===== config.mk =====
export PLATFORM = sky130hd
export DESIGN_NAME = ntt_coef_loader
export DESIGN_NICKNAME = d
export VERILOG_FILES = /design/src/rtl/ntt_coef_loader.sv
export SDC_FILE = /design/constraint.sdc
export NUM_CORES = 1
export LEC_CHECK = 0
export CAP_MARGIN = 0
export CORE_UTILIZATION = 40
export CTS_BUF_LIST = sky130_fd_sc_hd__clkbuf_2 sky130_fd_sc_hd__clkbuf_4 sky130_fd_sc_hd__clkbuf_8
export CTS_CLUSTER_DIAMETER = 200
export CTS_CLUSTER_SIZE = 24
export DETAILED_ROUTE_END_ITERATION = 7
export PLACE_DENSITY = 0.7
export SLEW_MARGIN = 25
export SYNTH_ARGS = -nofsm -noshare
export SYNTH_HDL_FRONTEND = slang
export SYNTH_SLANG_ARGS = --single-unit

===== constraint.sdc =====
create_clock -name i_clk -period 3.3 [get_ports i_clk]
set_input_delay 0.33 -clock i_clk [delete_from_list [all_inputs] [get_ports i_clk]]
set_output_delay 0.33 -clock i_clk [all_outputs]
set_load 0.02 [all_outputs]

===== src/rtl/ntt_coef_loader.sv =====
// Feed stage for the NTT core: pops paired words from the even/odd lane FIFOs,
// unpacks address/coefficient fields and writes both lanes into the dual-port coefficient RAM.
module ntt_coef_loader #(
    parameter int N      = 256,
    parameter int DATA_W = 16,
    parameter int ADDR_W = 8
) (
    input  logic              i_clk,
    input  logic              i_rst,
    input  logic              i_start,
    input  logic [31:0]       i_fifo_a_rd_data,
    input  logic              i_fifo_a_empty,
    input  logic [31:0]       i_fifo_b_rd_data,
    input  logic              i_fifo_b_empty,
    output logic              o_fifo_rd_req,
    output logic              o_ram_we,
    output logic [ADDR_W-1:0] o_ram_addr_a,
    output logic [DATA_W-1:0] o_ram_din_a,
    output logic [ADDR_W-1:0] o_ram_addr_b,
    output logic [DATA_W-1:0] o_ram_din_b,
    output logic              o_busy,
    output logic              o_in_done,
    output logic              o_addr_err,
    output logic [ADDR_W:0]   o_load_count
);

    localparam logic [ADDR_W-1:0] HALF    = ADDR_W'(N / 2);
    localparam logic [ADDR_W-1:0] HALF_M1 = ADDR_W'(N / 2 - 1);

    typedef enum logic [1:0] {
        S_IDLE,
        S_LOAD,
        S_DRAIN,
        S_DONE
    } state_t;

    state_t              r_state;
    state_t              w_state_next;
    logic [ADDR_W-1:0]   r_issued;
    logic [ADDR_W-1:0]   r_cap_pairs;
    logic [ADDR_W-1:0]   r_wr_pairs;
    logic                r_rd_vld;
    logic                r_we;
    logic                r_addr_err;
    logic [ADDR_W:0]     r_load_count;
    logic [ADDR_W-1:0]   r_addr [2];
    logic [DATA_W-1:0]   r_din  [2];

    logic [31:0]         w_word [2];
    logic [1:0]          w_addr_bad;
    logic [ADDR_W-1:0]   w_exp_base;
    logic                w_rd_req;
    logic                w_busy;
    logic                w_done;
    logic                w_start_load;

    assign w_word[0]    = i_fifo_a_rd_data;
    assign w_word[1]    = i_fifo_b_rd_data;
    assign w_exp_base   = {r_cap_pairs[ADDR_W-2:0], 1'b0};
    assign w_start_load = (r_state == S_IDLE) && i_start;

    // Lane gi of pair k must carry address 2k+gi.
    generate
        for (genvar gi = 0; gi < 2; gi++) begin : g_lane_chk
            assign w_addr_bad[gi] = (w_word[gi][16 +: ADDR_W] != (w_exp_base | ADDR_W'(gi)));
        end
    endgenerate

    always_comb begin
        w_state_next = r_state;
        w_rd_req     = 1'b0;
        w_busy       = 1'b0;
        w_done       = 1'b0;
        case (r_state)
            S_IDLE: begin
                if (i_start) w_state_next = S_LOAD;
            end
            S_LOAD: begin
                w_busy   = 1'b1;
                w_rd_req = !i_fifo_a_empty && !i_fifo_b_empty && (r_issued < HALF);
                if (w_rd_req && (r_issued == HALF_M1)) w_state_next = S_DRAIN;
            end
            S_DRAIN: begin
                w_busy = 1'b1;
                if (r_we && (r_wr_pairs == HALF_M1)) w_state_next = S_DONE;
            end
            S_DONE: begin
                w_done       = 1'b1;
                w_state_next = S_IDLE;
            end
            default: w_state_next = S_IDLE;
        endcase
    end

    always_ff @(posedge i_clk or posedge i_rst) begin
        if (i_rst) begin
            r_state      <= S_IDLE;
            r_issued     <= '0;
            r_cap_pairs  <= '0;
            r_wr_pairs   <= '0;
            r_rd_vld     <= 1'b0;
            r_we         <= 1'b0;
            r_addr_err   <= 1'b0;
            r_load_count <= '0;
        end else begin
            r_state  <= w_state_next;
            r_rd_vld <= w_rd_req;
            r_we     <= r_rd_vld;
            if (w_start_load) begin
                r_issued     <= '0;
                r_cap_pairs  <= '0;
                r_wr_pairs   <= '0;
                r_addr_err   <= 1'b0;
                r_load_count <= '0;
            end else begin
                if (w_rd_req) r_issued <= r_issued + 1'b1;
                if (r_rd_vld) begin
                    r_cap_pairs <= r_cap_pairs + 1'b1;
                    if (|w_addr_bad) r_addr_err <= 1'b1;
                end
                if (r_we) begin
                    r_wr_pairs   <= r_wr_pairs + 1'b1;
                    r_load_count <= r_load_count + (ADDR_W+1)'(2);
                end
            end
        end
    end

    // Received addresses are written as-is even when out of sequence.
    always_ff @(posedge i_clk or posedge i_rst) begin
        if (i_rst) begin
            for (int li = 0; li < 2; li++) begin
                r_addr[li] <= '0;
                r_din[li]  <= '0;
            end
        end else if (r_rd_vld) begin
            for (int li = 0; li < 2; li++) begin
                r_addr[li] <= w_word[li][16 +: ADDR_W];
                r_din[li]  <= w_word[li][DATA_W-1:0];
            end
        end
    end

    assign o_fifo_rd_req = w_rd_req;
    assign o_ram_we      = r_we;
    assign o_ram_addr_a  = r_addr[0];
    assign o_ram_din_a   = r_din[0];
    assign o_ram_addr_b  = r_addr[1];
    assign o_ram_din_b   = r_din[1];
    assign o_busy        = w_busy;
    assign o_in_done     = w_done;
    assign o_addr_err    = r_addr_err;
    assign o_load_count  = r_load_count;

endmodule


# ---- Yosys cells after proc, flatten, opt, wreduce, memory -nomap -nowiden
# Cells that the tools add are included.
dict set report word_totals {
  out_inout_bits 62
  elab_cells 61
  inputBits 69
  regBits 86
}
dict set report classes {
  magnitude_cmp 1
  reduce_logical 16
  mux 18
  n_eq_ne 10
  add_sub_neg 4
}
# op count
set op_table {}
lappend op_table {{8-bit 2-to-1 mux} 6}
lappend op_table {{8-bit by 1-bit adder with 8-bit output, second input constant} 3}
lappend op_table {{9-bit 2-to-1 mux} 2}
lappend op_table {{8-bit by 7-bit == test with 1-bit output, second input constant} 2}
lappend op_table {{8-bit != test} 2}
lappend op_table {{9-bit by 2-bit adder with 9-bit output, second input constant} 1}
lappend op_table {{8-bit less-than comparator, second input constant} 1}
lappend op_table {{2-bit one-hot mux with 4 select lines} 1}
lappend op_table {{2-bit nonzero test} 4}
lappend op_table {{1-bit 2-to-1 mux} 6}
lappend op_table {{2-bit 2-to-1 mux} 3}
lappend op_table {{2-bit != test, second input constant} 3}
lappend op_table {{1-bit logical AND} 5}
lappend op_table {{2-bit == test, second input constant} 2}
lappend op_table {{2-bit OR reduction} 2}
lappend op_table {{3-bit AND reduction} 1}
lappend op_table {{2-bit by 1-bit == test with 1-bit output, second input constant} 1}
lappend op_table {{1-bit zero test} 2}
lappend op_table {{2-bit zero test} 1}
lappend op_table {{2-bit AND reduction} 1}

# ---- Logic depth before layout (Yosys ltp)
dict set report depth {
  ltp_word 6
  ltp_mapped 6
  mapped_depth_nobuf 6
}

# ---- Worst setup path after synthesis
# OpenSTA, ideal clock, no wires.
dict set report synth_path {
  path_type {register -> register}
  from {register r_state[1]}
  to {register r_issued[5]}
  synth_period_minus_slack_ns 1.993
  stages_incl_launch_ff 7
  path_slack_ns 1.307
  arrival_ns 1.861
  t_required_ns 3.168
  n_path_buf 0
  setup_time_ns 0.132
  cell_sequence {dfrtp_1 inv_1 ha_1 nor4b_2 nand4_1 xor2_1 nor2_1}
}
dict set report synth_via {
  elab_chain_len 3
  word_cells_on_any_way 6
  classes_between {1 x eq/ne; 2 x mux; 3 x reduce/logical}
}
# item line_no
set synth_rtl {}
lappend synth_rtl {{start: declaration} 37} ;# state_t r_state;
lappend synth_rtl {{start signal: assignment} 106} ;# r_state <= w_state_next;
lappend synth_rtl {{2-bit by 1-bit == test with 1-bit output} 74} ;# case (r_state)
lappend synth_rtl {{1-bit 2-to-1 mux} 74}
lappend synth_rtl {{via o_fifo_rd_req} 15} ;# output logic o_fifo_rd_req,
lappend synth_rtl {{2-bit nonzero test (no source line)} --}
lappend synth_rtl {{end signal: assignment} 116} ;# if (w_rd_req) r_issued <= r_issued + 1'b1;
lappend synth_rtl {{end: declaration} 39} ;# logic [ADDR_W-1:0] r_issued;
# The timed path passes the listed nets, and every way through them passes these cells.
# A chain may end at the register's enable or synchronous reset.

# ---- Worst setup path in the final report
dict set report layout_path {
  from {register r_state[1]}
  to {output port o_fifo_rd_req}
}
dict set report layout_via {
  elab_chain_len 2
}
# item line_no
set layout_rtl {}
lappend layout_rtl {{2-bit by 1-bit == test with 1-bit output} 74}
lappend layout_rtl {{1-bit 2-to-1 mux} 74}
lappend layout_rtl {{end: declaration} 15}
# No other way between the ends.

==> impl_metrics.env <==
export IMPL_status="finished, final reports clean"
export IMPL_synth_area_um2=3583
export IMPL_synthCells=285
export IMPL_fin_cells=514
export IMPL_pre_cts_ws_ns=1.130
export IMPL_grt_ovfl_total=0
export IMPL_report_final_slew_viol_count=0
export IMPL_layout_commonest_cell="clkdlybuf4s50_1"
export IMPL_port_buffers=113
export IMPL_dp_cells=498
export IMPL_grt_max_degree=53
export IMPL_ant_nets=0
export IMPL_cp_arrival_ns=2.03
export IMPL_finalSetupViolations=0
export IMPL_clock_latency_ns=0.34
export IMPL_worstMarginPinSlew_ns=0.8514
export IMPL_syn_to_final_growth_pct=40.82
export IMPL_place_congestion=0.7180
export IMPL_clk_pin_slew_worst_paths_ns=0.09
export IMPL_cp_start_kind="register"
export IMPL_hold_viol=0
export IMPL_io_pins=131
export IMPL_routedWlPerCell_um=14.27
export IMPL_ys_warn_count=0
export IMPL_die_w_um=96.65
export IMPL_hold_ws_ns=0.4573
export IMPL_p_leak_nw=2.100
export IMPL_coreArea_um2=8678
export IMPL_clock_sinks=84
export IMPL_grt_use_total_pct=16.71
export IMPL_period_needed_ns=2.357
export IMPL_cp_num_buf_inv=3
export IMPL_max_stage_delay_ns=0.62
export IMPL_synth_seq_area_share_pct=58.66
export IMPL_p_per_area_nw_per_um2=756.1
export IMPL_antenna_found_initial=0
export IMPL_cp_cell_sequence="inv_1 -> ha_1 -> nor4b_2 -> buf_4 -> clkdlybuf4s50_1"
export IMPL_critPathCaptureType="output port"
export IMPL_required_ns=2.97
export IMPL_fillers=754
export IMPL_grtUsageMet2_pct=27.63
export IMPL_r2r_slack_ns=1.17
export IMPL_hold_class="in -> async"
export IMPL_dieArea_um2=9341
export IMPL_routed_wirelength_mm=7.334
export IMPL_dp_hpwl_mm=5.140
export IMPL_clk_path_buf_depth=2
export IMPL_maxCapViolations=0
export IMPL_cts_root_buffer="clkbuf_8"
export IMPL_row_count=34
export IMPL_finalSetupTns_ns=0
export IMPL_cts_made_buffers=9
export IMPL_seqCellArea_um2=2103
export IMPL_remaining_drc_errors=0
export IMPL_cts_tree="done"
export IMPL_met3_usage_pct=6.431
export IMPL_stdcell_area_um2=5046
export IMPL_path_delay_family="buffers and inverters"
export IMPL_ctsResizeCount=0
export IMPL_netlist_cell_type_count=30
export IMPL_start_util_pct=41.29
export IMPL_drt_iter0_drc=90
export IMPL_syn_avg_cell_area_um2=12.57
export IMPL_max_vdd_ir_drop_uv=322.0
export IMPL_cts_setup_buffers=0
export IMPL_layout_common_cells="113 x clkdlybuf4s50_1, 83 x dfrtp_1, 48 x mux2_2"
export IMPL_slew_headroom_pct=43.18
export IMPL_cts_max_level=3
export IMPL_multi_input_area_um2=1410
export IMPL_grt_pass1_wl_mm=12.67
export IMPL_num_vias=2592
export IMPL_ys_seq_elements=84
export IMPL_fin_crit_sh_pct=71.41
export IMPL_placed_area_um2=4846
export IMPL_syn_nets=362
export IMPL_cp_slowest_cell="clkdlybuf4s50_1"
export IMPL_die_h_um=96.65
export IMPL_finalWorstSetupSlack_ns=0.9435
export IMPL_antennaDiodeCount=0
export IMPL_max_freq_mhz=424.4
export IMPL_clock_skew_ns=0.008579
export IMPL_vias_per_cell=5.043
export IMPL_worstSetupPathType="reg -> out"
export IMPL_use_met1_pct=19.55
export IMPL_grt_busiest_layer="met2"
export IMPL_drive_gt1_share_pct=17.98
export IMPL_crit_fanout=10
export IMPL_grt_pass1_vias=2792
export IMPL_hold_buffers=0
export IMPL_drt_pass1_iterations=4
export IMPL_rsz0062_at_grt="no"
export IMPL_layout_nets=478
==> area by class of cell <==
class                      instances  share of cell area [%]
clock buffer                       9                   2.455
clock inverter                     7                   1.513
inverter                           6                  0.4711
multi-input combinational        183                   27.94
sequential                        84                   41.68
tap                              108                   2.678
timing repair buffer             117                   23.26
==> metal layers <==
metal / vias up / wire length [um]
met5: - / 0
met4: 0 / 119
met3: 13 / 598
met2: 83 / 3470
met1: 1265 / 3146
li1: 1231 / -
==> worst register-to-register path, stage by stage, from the launching register on <==
cell and delay [ns]:
dfrtp_1 0.66, nand3_1 0.18, or4b_1 0.51, a221o_1 0.38
mux2_4 0.30
==> per-stage QoR <==
stage               total power, mW  utilization, %
floorplan                     2.428               -
global placement              3.060           55.84
detailed placement            3.112           55.84
CTS                           3.869           58.15
global route                  4.065           58.15
finish                        3.815           58.15
==> Yosys cell counts, drive strengths merged <==
cell type,instances,share of area [%]
dfrtp,84,59
mux2,49,16
nor2,25,2.6
xor2,15,3.7
and3,10,1.7
nand2,10,1.0
nor3,10,1.4
a21oi,8,1.1
ha,8,2.8
nand4,8,1.4
buf,7,0.84
o21ai,7,0.98
inv,6,0.63
or3,6,1.0
clkbuf,5,0.52
nand3,5,0.84
xnor2,5,1.2
mux2i,4,1.1
o22ai,3,0.52
a41oi,2,0.49
and2,2,0.35
a221o,1,0.28
conb,1,0.10
nor2b,1,0.17
nor4b,1,0.42
o41ai,1,0.24
or4b,1,0.28
==> final timing paths <==
path / start / to / cells past startpoint
min reg2reg: o_ram_din_a[13]$_DFFE_PP0P_ / o_ram_din_a[13]$_DFFE_PP0P_ / 1
min in group i_clk: o_ram_din_a[13]$_DFFE_PP0P_ / o_ram_din_a[13]$_DFFE_PP0P_ / 1
max: r_state[1]$_DFFE_PP0P_ / o_fifo_rd_req / 5
min: i_rst / o_ram_addr_a[3]$_DFFE_PP0P_ / 2
max in group asynchronous: i_rst / o_ram_din_a[11]$_DFFE_PP0P_ / 3
max reg2reg: o_ram_we$_DFF_PP0_ / r_state[1]$_DFFE_PP0P_ / 4
==> registers in the layout, summed over array words and instances (netlist names) <==
register      cells
o_ram_din_a      16
o_load_count      8
r_state           2
o_ram_addr_b      8
o_ram_we          1
o_addr_err        1
r_issued          8
r_rd_vld          1
o_ram_din_b      16
r_cap_pairs       7
o_ram_addr_a      8
r_wr_pairs        8
==> cells by family after synthesis <==
kind of cell | count (synthesis) | synth area share (%)
other cells | 1 | 0.1046
compound gates | 22 | 3.631
mux | 53 | 16.62
flops | 84 | 58.66
xor+xnor | 20 | 4.888
fa+ha+maj | 8 | 2.793
buf+inv | 18 | 1.990
simple gates | 79 | 11.31
==> power breakdown <==
group / internal [mW] / leakage (nW) / switching, mW
registers: 1.38 / 0.978 / 0.293
logic: 0.746 / 1.03 / 0.659
clock network: 0.354 / 0.0958 / 0.380
Power figures use the tool's default switching activity.
